$ cat src/rtl/pxl_st_src.sv
//==============================================================================
// Module   : pxl_st_src
// Purpose  : Frame-memory to pixel-stream source. On Start it reads a
//            width x height frame from word-addressed memory in raster order
//            and presents each pixel with its X/Y on a valid/ready stream.
//            A 3-entry FIFO decouples the fixed-latency memory from the sink.
// Ports    : Clk, Reset          - clock, synchronous active-high reset
//            Start               - frame request (honoured only in IDLE)
//            ImgWidth/ImgHeight  - frame size, latched at Start
//            ImgBaseAddr         - word address of pixel (0,0), latched at Start
//            Busy, Done          - frame in progress / completion pulse
//            MemRdEn, MemRdAddr  - memory read request
//            MemRdData           - read data, valid one cycle after MemRdEn
//            PxlData/PxlX/PxlY   - pixel colours and coordinates
//            PxlVld, PxlRdy      - stream handshake
// Revision : 1.0 - initial release
//==============================================================================
`default_nettype none

module pxl_st_src #(
  parameter int PXL_PRIM_COLOR_W   = 8,
  parameter int PXL_PRIM_COLOR_NUM = 3,
  parameter int IMG_WIDTH_IDX_W    = 11,
  parameter int IMG_HEIGHT_IDX_W   = 11,
  parameter int MEM_ADDR_W         = 22
) (
  input  logic                                         Clk,
  input  logic                                         Reset,
  input  logic                                         Start,
  input  logic [IMG_WIDTH_IDX_W-1:0]                   ImgWidth,
  input  logic [IMG_HEIGHT_IDX_W-1:0]                  ImgHeight,
  input  logic [MEM_ADDR_W-1:0]                        ImgBaseAddr,
  output logic                                         Busy,
  output logic                                         Done,
  output logic                                         MemRdEn,
  output logic [MEM_ADDR_W-1:0]                        MemRdAddr,
  input  logic [PXL_PRIM_COLOR_W*PXL_PRIM_COLOR_NUM-1:0] MemRdData,
  output logic [PXL_PRIM_COLOR_W-1:0]                  PxlData [PXL_PRIM_COLOR_NUM],
  output logic [IMG_WIDTH_IDX_W-1:0]                   PxlX,
  output logic [IMG_HEIGHT_IDX_W-1:0]                  PxlY,
  output logic                                         PxlVld,
  input  logic                                         PxlRdy
);

  localparam int c_DATA_W = PXL_PRIM_COLOR_W * PXL_PRIM_COLOR_NUM;

  localparam logic [1:0] c_ST_IDLE  = 2'd0;
  localparam logic [1:0] c_ST_RUN   = 2'd1;
  localparam logic [1:0] c_ST_DRAIN = 2'd2;

  localparam logic [IMG_WIDTH_IDX_W-1:0]  c_X_ONE    = 1;
  localparam logic [IMG_HEIGHT_IDX_W-1:0] c_Y_ONE    = 1;
  localparam logic [MEM_ADDR_W-1:0]       c_ADDR_ONE = 1;

  // Control state
  logic [1:0]                  r_state;
  logic [IMG_WIDTH_IDX_W-1:0]  r_width;
  logic [IMG_HEIGHT_IDX_W-1:0] r_height;
  logic [IMG_WIDTH_IDX_W-1:0]  r_rd_x;
  logic [IMG_HEIGHT_IDX_W-1:0] r_rd_y;
  logic [MEM_ADDR_W-1:0]       r_rd_addr;
  logic                        r_done;

  // Coordinates of the read whose data is on MemRdData this cycle
  logic                        r_ret_vld;
  logic [IMG_WIDTH_IDX_W-1:0]  r_ret_x;
  logic [IMG_HEIGHT_IDX_W-1:0] r_ret_y;

  // Pixel FIFO
  logic [c_DATA_W-1:0]         r_fifo_data [0:2];
  logic [IMG_WIDTH_IDX_W-1:0]  r_fifo_x    [0:2];
  logic [IMG_HEIGHT_IDX_W-1:0] r_fifo_y    [0:2];
  logic [1:0]                  r_wr_ptr;
  logic [1:0]                  r_rd_ptr;
  logic [1:0]                  r_fifo_cnt;

  logic                        w_dims_ok;
  logic                        w_credit_ok;
  logic                        w_rd_en;
  logic                        w_rd_last;
  logic                        w_push;
  logic                        w_pop;
  logic                        w_last_pop;
  logic [c_DATA_W-1:0]         w_head_data;

  assign w_dims_ok = (ImgWidth != '0) && (ImgHeight != '0);

  // Credit check uses only registered state so PxlRdy never reaches MemRdEn
  // combinationally. Entries held plus the read returning this cycle must
  // leave room for the read about to be issued.
  assign w_credit_ok = ({1'b0, r_fifo_cnt} + {2'b00, r_ret_vld}) < 3'd3;
  assign w_rd_en     = (r_state == c_ST_RUN) && w_credit_ok;
  assign w_rd_last   = (r_rd_x == (r_width - c_X_ONE)) &&
                       (r_rd_y == (r_height - c_Y_ONE));

  assign w_push = r_ret_vld;
  assign w_pop  = (r_fifo_cnt != 2'd0) && PxlRdy;

  // In DRAIN every read has been issued; the frame ends when the single
  // remaining entry leaves and nothing is still returning from memory.
  assign w_last_pop = w_pop && (r_fifo_cnt == 2'd1) && !r_ret_vld;

  always_ff @(posedge Clk) begin
    if (Reset) begin
      r_state   <= c_ST_IDLE;
      r_width   <= '0;
      r_height  <= '0;
      r_rd_x    <= '0;
      r_rd_y    <= '0;
      r_rd_addr <= '0;
      r_done    <= 1'b0;
      r_ret_vld <= 1'b0;
      r_ret_x   <= '0;
      r_ret_y   <= '0;
    end else begin
      r_done    <= 1'b0;
      r_ret_vld <= w_rd_en;
      r_ret_x   <= r_rd_x;
      r_ret_y   <= r_rd_y;
      case (r_state)
        c_ST_IDLE: begin
          if (Start) begin
            if (w_dims_ok) begin
              r_width   <= ImgWidth;
              r_height  <= ImgHeight;
              r_rd_x    <= '0;
              r_rd_y    <= '0;
              r_rd_addr <= ImgBaseAddr;
              r_state   <= c_ST_RUN;
            end else begin
              r_done <= 1'b1;
            end
          end
        end
        c_ST_RUN: begin
          if (w_rd_en) begin
            // Raster order makes Y*W+X contiguous, so the address just counts.
            r_rd_addr <= r_rd_addr + c_ADDR_ONE;
            if (r_rd_x == (r_width - c_X_ONE)) begin
              r_rd_x <= '0;
              r_rd_y <= r_rd_y + c_Y_ONE;
            end else begin
              r_rd_x <= r_rd_x + c_X_ONE;
            end
            if (w_rd_last) begin
              r_state <= c_ST_DRAIN;
            end
          end
        end
        c_ST_DRAIN: begin
          if (w_last_pop) begin
            r_state <= c_ST_IDLE;
            r_done  <= 1'b1;
          end
        end
        default: r_state <= c_ST_IDLE;
      endcase
    end
  end

  // FIFO pointers and occupancy
  always_ff @(posedge Clk) begin
    if (Reset) begin
      r_wr_ptr   <= '0;
      r_rd_ptr   <= '0;
      r_fifo_cnt <= '0;
    end else begin
      if (w_push) begin
        r_wr_ptr <= (r_wr_ptr == 2'd2) ? 2'd0 : r_wr_ptr + 2'd1;
      end
      if (w_pop) begin
        r_rd_ptr <= (r_rd_ptr == 2'd2) ? 2'd0 : r_rd_ptr + 2'd1;
      end
      case ({w_push, w_pop})
        2'b10:   r_fifo_cnt <= r_fifo_cnt + 2'd1;
        2'b01:   r_fifo_cnt <= r_fifo_cnt - 2'd1;
        default: r_fifo_cnt <= r_fifo_cnt;
      endcase
    end
  end

  // FIFO storage needs no reset: outputs are forced to zero while empty.
  always_ff @(posedge Clk) begin
    if (w_push) begin
      r_fifo_data[r_wr_ptr] <= MemRdData;
      r_fifo_x[r_wr_ptr]    <= r_ret_x;
      r_fifo_y[r_wr_ptr]    <= r_ret_y;
    end
  end

  assign w_head_data = r_fifo_data[r_rd_ptr];

  assign Busy      = (r_state != c_ST_IDLE);
  assign Done      = r_done;
  assign MemRdEn   = w_rd_en;
  assign MemRdAddr = r_rd_addr;
  assign PxlVld    = (r_fifo_cnt != 2'd0);
  assign PxlX      = PxlVld ? r_fifo_x[r_rd_ptr] : '0;
  assign PxlY      = PxlVld ? r_fifo_y[r_rd_ptr] : '0;

  for (genvar gi = 0; gi < PXL_PRIM_COLOR_NUM; gi++) begin : g_pxl_color
    assign PxlData[gi] = PxlVld ? w_head_data[gi*PXL_PRIM_COLOR_W +: PXL_PRIM_COLOR_W] : '0;
  end

endmodule

`default_nettype wire

$ cat config.mk
export PLATFORM = sky130hd
export DESIGN_NAME = pxl_st_src
export DESIGN_NICKNAME = d
export VERILOG_FILES = /design/src/rtl/pxl_st_src.sv
export SDC_FILE = /design/constraint.sdc
export NUM_CORES = 1
export LEC_CHECK = 0
export ABC_AREA = 1
export CORE_ASPECT_RATIO = 2
export CORE_UTILIZATION = 30
export DETAILED_ROUTE_END_ITERATION = 7
export PLACE_DENSITY = 0.48
export SLEW_MARGIN = 15
export SYNTH_ARGS = -nofsm -noshare
export SYNTH_HDL_FRONTEND = slang
export SYNTH_SLANG_ARGS = --single-unit
$ cat constraint.sdc
create_clock -name Clk -period 4.4 [get_ports Clk]
set_clock_uncertainty 0.15 [all_clocks]
set_input_delay 0.88 -clock Clk [delete_from_list [all_inputs] [get_ports Clk]]
set_output_delay 0.88 -clock Clk [all_outputs]
set_load 0.01 [all_outputs]
==> impl_metrics.json <==
{
  "outcome": "complete, no violations",
  "io_buffers": 143,
  "yosys_most_used_dff": "edfxtp_1",
  "period_share_pct": 85.8,
  "use_met1_pct": 14.9,
  "cts_setup_buffers": 0,
  "cts_buffers": 23,
  "arrival_ps": 2740,
  "critPathLaunchType": "flop",
  "yosysUniqueCellTypes": 44,
  "dieArea_um2": 37100,
  "clkSinkCount": 238,
  "ctsHoldBuffers": 0,
  "dr.pass1.iters": 5,
  "cts.repair.resized": 0,
  "cp_max_fo": 17,
  "drc_errors": 0,
  "setup_violations": 0,
  "clk_latency_ps": 520,
  "insertedDiodeCount": 0,
  "hold_violations": 0,
  "first_iter_violations": 323,
  "std_cell_rows": 98,
  "cp_slowest_cell": "dfxtp_2",
  "slew_headroom_pct": 52.1,
  "synthesis.area_um2": 10900,
  "clk_path_buf_depth": 3,
  "fillers": 3621,
  "nNetsFinal": 1389,
  "grt_overflow": 0,
  "yosys.area.top_type": "edfxtp_1",
  "layout_min_cycle_time_ps": 3770,
  "hold_path.class": "flop to flop",
  "crit_path_cell_trace": "buf_4, mux2_2, o21ai_0, inv_1, clkdlybuf4s50_1",
  "yosysSeqAreaShare_pct": 56.4,
  "utilization_pct": 38.1,
  "grt_first_pass_wirelength_mm": 44.1,
  "critPathMaxStageDelay_ps": 630,
  "regArea_um2": 6150,
  "root_buffer": "clkbuf_16",
  "synth_area_leaders": "edfxtp_1 38%, dfxtp_1 18%, inv_1 6.2%",
  "tightest_slew_ps": 719,
  "worstHoldStart": "r_ret_x[8]",
  "synthArstFlopShare_pct": 0,
  "crit_family": "buffers and inverters",
  "yosysTopAreaCellShare_pct": 38.1,
  "h-tree-depth": 1,
  "grtUsageTotal_pct": 15.4,
  "drive_above_1_share_pct": 10.7,
  "grtUsageMet3_pct": 2.32,
  "endpoint_kind": "output pin",
  "mostFrequentLayoutCells": "179 x inv_1, 146 x nand2_1, 142 x clkdlybuf4s50_1",
  "leakage_nw": 5.39,
  "cap_violations": 0,
  "r2r_setup_slack_ps": 1920,
  "multiInputGateArea_um2": 3870,
  "grt_pass1_vias": 8376,
  "max_freq_ghz": 0.265,
  "syn_inst": 1171,
  "ys.warnings.count": 0,
  "power_density_nw_per_um2": 502,
  "critPathRequiredTime_ps": 3370,
  "cts_tree": "done",
  "wl_mm": 28.0,
  "syn_nets": 1253,
  "fin_setup_tns_ps": 0,
  "antenna_found_initial": 0,
  "synth_area_per_cell_um2": 9.30,
  "clkTransAtPathRegs_ps": 60,
  "gp_congestion": 0.947,
  "timing_max_transition_violations_final": 0,
  "ir_drop_v": 0.000287,
  "grt_max_degree": 56,
  "ys_seq_elements": 238,
  "vias_per_cell": 4.68,
  "r2r_start": "r_ret_vld",
  "vias": 8302,
  "start_util_pct": 30.4,
  "num_io_pins": 144,
  "dp_hpwl_mm": 19.8,
  "grtUsageMet2_pct": 30.6,
  "critical_path_class": "flop to output pin",
  "synth_edf_count": 138,
  "die_y_um": 271,
  "ant_nets": 0,
  "rsz0062_at_grt": "false",
  "busiest_layer": "met2",
  "wl_per_cell_um": 15.8,
  "layout_commonest_cell": "inv_1",
  "area_delta_synth_final_pct": 25.3,
  "crit_buf_inv": 3,
  "core-area_um2": 35800,
  "dieWidth_um": 137
}
-- final timing paths --
| kind | endpoint | depth (start not counted) |
|---|---|---|
| max | PxlY[1] | 5 |
| min | r_fifo_x[0][8] | 0 |
| max reg2reg | MemRdAddr[6] | 11 |
| min reg2reg | r_fifo_x[0][8] | 0 |
-- synthesized netlist by cell type (all sizes together) (5+ instances only) --
library cell  instances
nand2               154
o21ai               104
a221oi                6
clkbuf               32
o211ai                5
a21oi               103
nand4                11
nor3                 21
inv                 186
mux2                 46
nand3                62
xnor2                 7
or2                   7
edfxtp              138
xor2                 22
dfxtp               100
nor2                117
buf                  15
ha                   10
-- final cells by class --
type,instances,area share [%]
Clock buffer,31,4.89
Clock inverter,10,1.02
Inverter,188,5.17
Multi-Input combinational cell,698,28.4
Sequential cell,238,45.1
Tap cell,450,4.13
Timing Repair Buffer,158,11.4
-- power by group --
| part | switching (mW) | leakage (nW) | total, mW | internal (mW) |
|---|---|---|---|---|
| Sequential | 0.161 | 2.09 | 2.67 | 2.50 |
| Clock | 0.853 | 0.387 | 2.10 | 1.25 |
| Combinational | 1.10 | 2.92 | 2.09 | 0.985 |
| Total | 2.12 | 5.39 | 6.85 | 4.74 |
-- flip-flops by register name, indices dropped and copies added (netlist names), 11 cells and up, named ones only --
signal	cells
r_ret_y	11
r_width	11
r_ret_x	11
MemRdAddr	22
r_fifo_data	72
r_rd_y	11
r_height	11
r_rd_x	11
r_fifo_y	33
r_fifo_x	33
-- routing by layer --
metal  part of all wire, %  wire [um]
met1                    36       9990
met2                    56      15700
met3                   4.5       1250
met4                   3.9       1100
met5                     0          0
-- kinds of logic after synthesis --
logic type	after synthesis	share of synthesized area, %
xor+xnor	30	2.54
buf+inv	235	8.26
simple gates	377	15.2
compound gates	235	11.7
mux	46	4.76
flops	238	56.4
fa+ha+maj	10	1.15
-- through the flow --
stage                     std cells  worst slack, ps  hold WS [ps]  area, um^2  power [mW]
after floorplan                1171              118           271       10900        3.86
after global placement         1732             1020           276       12800        4.84
after detailed placement       1732             1000           284       12800        4.86
after CTS                      1773              448           300       13600        6.99
after global routing           1773              446           311       13600        7.28
final                          1773              626           297       13600        6.85
No activity file was read; power rests on OpenSTA's default activity.
